$ cat src/rtl/serial_adder.sv
// Bit-serial adder: WIDTH-bit operands are summed LSB-first through one full-adder cell,
// with the parallel result and carry presented alongside a one-cycle done pulse.
module serial_adder #(
    parameter int unsigned WIDTH = 8  // legal range 2..32
) (
    input  logic             clk,
    input  logic             rst,
    input  logic             start,
    input  logic [WIDTH-1:0] a,
    input  logic [WIDTH-1:0] b,
    input  logic             c_in,
    output logic             busy,
    output logic             done,
    output logic [WIDTH-1:0] sum,
    output logic             c_out
);

    localparam int unsigned CW = (WIDTH > 1) ? $clog2(WIDTH) : 1;

    localparam logic IDLE = 1'b0;
    localparam logic RUN  = 1'b1;

    logic             state;
    logic [WIDTH-1:0] ra;
    logic [WIDTH-1:0] rb;
    logic [WIDTH-1:0] work;
    logic             carry;
    logic [CW-1:0]    cnt;

    logic             s;
    logic             carry_next;
    logic             last;
    logic [WIDTH-1:0] work_next;

    // Single full-adder cell shared across all bit positions.
    assign s          = ra[0] ^ rb[0] ^ carry;
    assign carry_next = (ra[0] & rb[0]) | (ra[0] & carry) | (rb[0] & carry);
    assign last       = (cnt == CW'(WIDTH - 1));
    assign work_next  = {s, work[WIDTH-1:1]};

    assign busy = (state == RUN);

    always_ff @(posedge clk) begin
        if (rst) begin
            state <= IDLE;
            ra    <= '0;
            rb    <= '0;
            work  <= '0;
            carry <= 1'b0;
            cnt   <= '0;
            done  <= 1'b0;
            sum   <= '0;
            c_out <= 1'b0;
        end else begin
            done <= 1'b0;
            case (state)
                IDLE: begin
                    if (start) begin
                        ra    <= a;
                        rb    <= b;
                        carry <= c_in;
                        cnt   <= '0;
                        work  <= '0;
                        state <= RUN;
                    end
                end
                RUN: begin
                    carry <= carry_next;
                    ra    <= {1'b0, ra[WIDTH-1:1]};
                    rb    <= {1'b0, rb[WIDTH-1:1]};
                    work  <= work_next;
                    cnt   <= cnt + CW'(1);
                    // Outputs are only touched here so partial sums never leak out.
                    if (last) begin
                        sum   <= work_next;
                        c_out <= carry_next;
                        done  <= 1'b1;
                        state <= IDLE;
                    end
                end
            endcase
        end
    end

endmodule

$ cat config.mk
export PLATFORM = sky130hd
export DESIGN_NAME = serial_adder
export DESIGN_NICKNAME = d
export VERILOG_FILES = /design/src/rtl/serial_adder.sv
export SDC_FILE = /design/constraint.sdc
export NUM_CORES = 1
export LEC_CHECK = 0
export ABC_AREA = 1
export BUFFER_PORTS_ARGS = -buffer_cell sky130_fd_sc_hd__buf_2
export CORE_MARGIN = 2
export CORE_UTILIZATION = 53
export DETAILED_ROUTE_END_ITERATION = 6
export GPL_TIMING_DRIVEN = 0
export PLACE_DENSITY_LB_ADDON = 0.12
export RECOVER_POWER = 100
export SLEW_MARGIN = 20
export SYNTH_ARGS = -nofsm -noshare
export SYNTH_HDL_FRONTEND = slang
export SYNTH_SLANG_ARGS = --single-unit
export TNS_END_PERCENT = 5
$ cat constraint.sdc
create_clock -name clk -period 1.7 [get_ports clk]
set_clock_uncertainty 0.2 [all_clocks]
set_input_delay 0.34 -clock clk [delete_from_list [all_inputs] [get_ports clk]]
set_output_delay 0.34 -clock clk [all_outputs]
set_load 0.01 [all_outputs]
== Yosys cells after proc, flatten, opt, wreduce, memory -nomap -nowiden ==
Cells that the tools add are included.
Widths: inputs -> output; s select.
Word-level totals
  flip-flop bits (word level): 39
  word-level logic and storage cells: 36
Cells by class
  add/subtract/negate cells: 1
  eq/ne operators: 2
  muxes and demuxes: 14
  bitwise gates (word level): 8
  reductions and logical operators: 2
Operators with widths (number)
  $pmux 8 s2: 3
  $mux 8: 3
  $pmux 3 s2: 1
  $mux 1: 4
  $pmux 1 s2: 2
  $add 3x1->3 const B: 1
  $and 1x1->1: 3
  $eq 3x3->1 const B: 1
  $mux 3: 1
  $ne 2x2->1 const B: 1
  $or 1x1->1: 2
  $reduce_and 2->1: 1
  $reduce_or 2->1: 1
  $xor 1x1->1: 2
  $not 1->1: 1

== Depth between registers and ports, before layout ==
  depth in word-level cells: 4
  gate-level depth with buffers: 7

== Worst setup path before layout ==
Ideal clock, no wire load.
  kind: register to register
  start: register state (netlist: busy)
  end: register ra[2]
  library setup time: 110 ps
  data arrival time: 1003 ps
  required time: 1390 ps
  path slack: 387 ps
  cell stages (with the launch flop): 8
  path through: dfxtp_1 > buf_4 > inv_2 > buf_6 > nand3_1 > nand3_1 > nand2_1 > inv_1
Between the ends
  word-level cells in the longest chain between the ends: 2
RTL lines
  start, declared: RTL line 23  | logic state;
  start signal, assigned: RTL line 45  | state <= IDLE;
  start signal, assigned: RTL line 64  | state <= RUN;
  start signal, assigned: RTL line 78  | state <= IDLE;
  $not 1->1
  $pmux 8 s2 or $ne 2x2->1 (tied branches)
  end signal, assigned: RTL line 69  | ra <= {1'b0, ra[WIDTH-1:1]};
  end, declared: RTL line 24  | logic [WIDTH-1:0] ra;
Parallel ways exist; a longest one is shown, timed or not.
A chain may end at the register's enable or synchronous reset.

== Worst setup path after layout ==
  start: register state (netlist: busy)
  end: register rb[6]
Between the ends
  word-level cells in the longest chain between the ends: 2
RTL lines
  $not 1->1
  $pmux 8 s2 or $ne 2x2->1 (tied branches)
  end signal, assigned: RTL line 70  | rb <= {1'b0, rb[WIDTH-1:1]};
  end, declared: RTL line 25  | logic [WIDTH-1:0] rb;
Parallel ways exist; a longest one is shown, timed or not.

==> flow_metrics.tcl <==
set metrics [dict create \
    crit_path_start_kind "flop" \
    gp_congestion 0.746 \
    ir_worst_vdd_mv 0.885 \
    die_area_sq_um 3410 \
    drc 0 \
    worstPathMaxFanout 10 \
    placed_cell_area_sq_um 1750 \
    ant_nets 0 \
    synth_top_area_share_pct 48.5 \
    final.setup.tns_ns 0 \
    die_h_um 58.4 \
    initial_core_util_pct 56.4 \
    drv_cap 0 \
    synth.yosys.seq_area_share_pct 48.5 \
    grt_overflow_total 0 \
    synth_most_common_cell "nand2_1" \
    setup_viol 0 \
    cts_inserted_buffers 5 \
    ios 31 \
    utilization_pct 66.6 \
    p_leak_uw 0.000942 \
    final_area_sq_um 1850 \
    final_max_slew_viol_count 0 \
    hold_viol 0 \
    drtPass1Iterations 4 \
    synthArstFlopShare_pct 0 \
    drt_first_iter_violations 43 \
    core_area_sq_um 2780 \
    ys_warn_count 0 \
    routed_wl_um 3140 \
    synth_area_leaders "dfxtp_1 49%, nand2_1 21%, nand3_1 13%" \
    status "finished, final reports clean" \
    grt_pass1_wl_um 5250 \
    clock_sinks 38 \
    numPortBuffers 29 \
    antenna_found_initial 0 \
    relSlewSlack_pct 67.8 \
    syn_to_final_growth_pct 18.2 \
    cts_tree "built" \
    root_buffer "clkbuf_4" \
    fillCellCount 264 \
    avgSynthCellArea_sq_um 7.29 \
    wl_per_cell_um 11.0 \
    cp.arrival_ns 1.51 \
    min_period_ns 1.47 \
    clk_pin_slew_ns 0.11 \
    worst-endpoint-required_ns 1.74 \
    synth_edf_count 0 \
    rsz0062_at_grt "no" \
    synth_area_sq_um 1570 \
    ff_latch_area_sq_um 761 \
    clk_path_buf_depth 2 \
    synth_nets 238 \
    grt_usage_pct 20.3 \
    netlist_instances 215 \
    h-tree-depth 2 \
    antennaDiodeCount 0 \
    min_path_type "in -> reg" \
    grt_max_degree 13 \
    via_per_inst 4.90 \
    multi_input_comb_area_sq_um 658 \
    clock_latency_ns 0.33 \
    tightest_slew_ns 0.483 \
    max_freq_ghz 0.680 \
    timing.final.crit_share_pct 86.5 \
    die_x_um 58.4 \
    vias 1392 \
    ys_ff_latch 38 \
    yosysUniqueCellTypes 15 \
    yosys.area.top_type "dfxtp_1" \
    ys.flop_type "dfxtp_1" \
    worstSetupEndpointType "flop" \
    num_rows 19 \
    fin_hold_ws_ns 0.0428 \
    crit_type "reg -> reg" \
    power_density_nw_per_um2 1020 \
    hpwl_um 2210 \
    nets 275 \
    grt_pass1_vias 1169 \
    drive_above_1_share_pct 14.2 \
    ys_top_cells_by_count "87 x nand2_1, 40 x nand3_1, 38 x dfxtp_1, 16 x inv_1, 12 x a21oi_1" \
    post_cts_buffers 0 \
]
[cells by family (layout without fill, tap and decap cells)]
| kind of cell | after synthesis | after routing | synth area share, % |
|---|---|---|---|
| AO/OA/AOI/OAI | 12 | 12 | 3.83 |
| adder cells (fa/ha/maj) | 3 | 3 | 2.87 |
| buffers and inverters | 30 | 68 | 9.50 |
| flip-flops | 38 | 38 | 48.5 |
| AND/OR/NAND/NOR | 132 | 132 | 35.3 |
[per-stage QoR]
step | total power, uW | cells | setup WS, ns
floorplan | 1070 | 215 | 0.387
global placement | 1130 | 275 | 0.206
detailed placement | 1130 | 275 | 0.190
CTS | 1910 | 284 | 0.234
global route | 1970 | 284 | 0.135
finish | 1890 | 284 | 0.229
[worst paths after layout]
| path | slack (ns) | to | cells past startpoint | start |
|---|---|---|---|---|
| setup / recovery | 0.23 | rb[6]$_SDFFE_PP0P_ | 7 | busy$_SDFF_PP0_ |
| setup reg to reg | 0.23 | rb[6]$_SDFFE_PP0P_ | 7 | busy$_SDFF_PP0_ |
| hold reg to reg | 0.26 | sum[0]$_SDFFE_PP0P_ | 2 | work[1]$_SDFFE_PP0P_ |
| hold / removal | 0.04 | ra[7]$_SDFFE_PP0P_ | 3 | a[7] |
[power by group]
group | internal [uW] | total [uW] | switching, uW
Sequential | 920 | 937 | 17.4
Clock | 498 | 782 | 284
Combinational | 68.9 | 170 | 101
[layout by cell type (no fill, tap or decap), drive strengths merged]
cell and count:
nand2 87, nand3 40, dfxtp 38, buf 27, inv 19, clkbuf 19
a21oi 12, nor2 5, ha 2, bufinv 2, fa 1, dlygate4sd3 1
[flip-flops by register name, summed over array words and instances (netlist names), 3 cells and up]
| name | flops |
|---|---|
| ra | 8 |
| rb | 8 |
| sum | 8 |
| work | 7 |
| cnt | 3 |
[layer usage]
metal / part of all wire (%) / track usage (%) / vias to the layer above / wire [um]
met5: 0 / 0 / - / 0
met4: 1.1 / 7.97 / 0 / 34
met3: 6.6 / 4.62 / 5 / 208
met2: 45 / 31.1 / 35 / 1420
met1: 47 / 27.9 / 604 / 1470
li1: - / - / 748 / -
[final cells by class]
class | instances | share of cell area (%)
Sequential cell | 38 | 41.1
Tap cell | 31 | 2.09
Inverter | 19 | 3.85
Buffer | 11 | 3.85
Multi-Input combinational cell | 147 | 35.5
Clock buffer | 6 | 2.77
Clock inverter | 2 | 3.24
Timing Repair Buffer | 30 | 7.63
[critical path, cell delays in order, from the launching register on]
cell and delay [ns]:
dfxtp_1 0.41, buf_4 0.20, inv_1 0.15, buf_6 0.18, nand3_1 0.08, nand3_1 0.07, nand2_1 0.06, inv_1 0.04
[timing repair]
| item | 4_1_cts | 5_1_grt |
|---|---|---|
| resized for setup | 0 | 0 |
| hold buffers | 1 | 0 |
| endpoints found under the hold margin | 2 | 0 |
(Power assumes the default switching activity.)
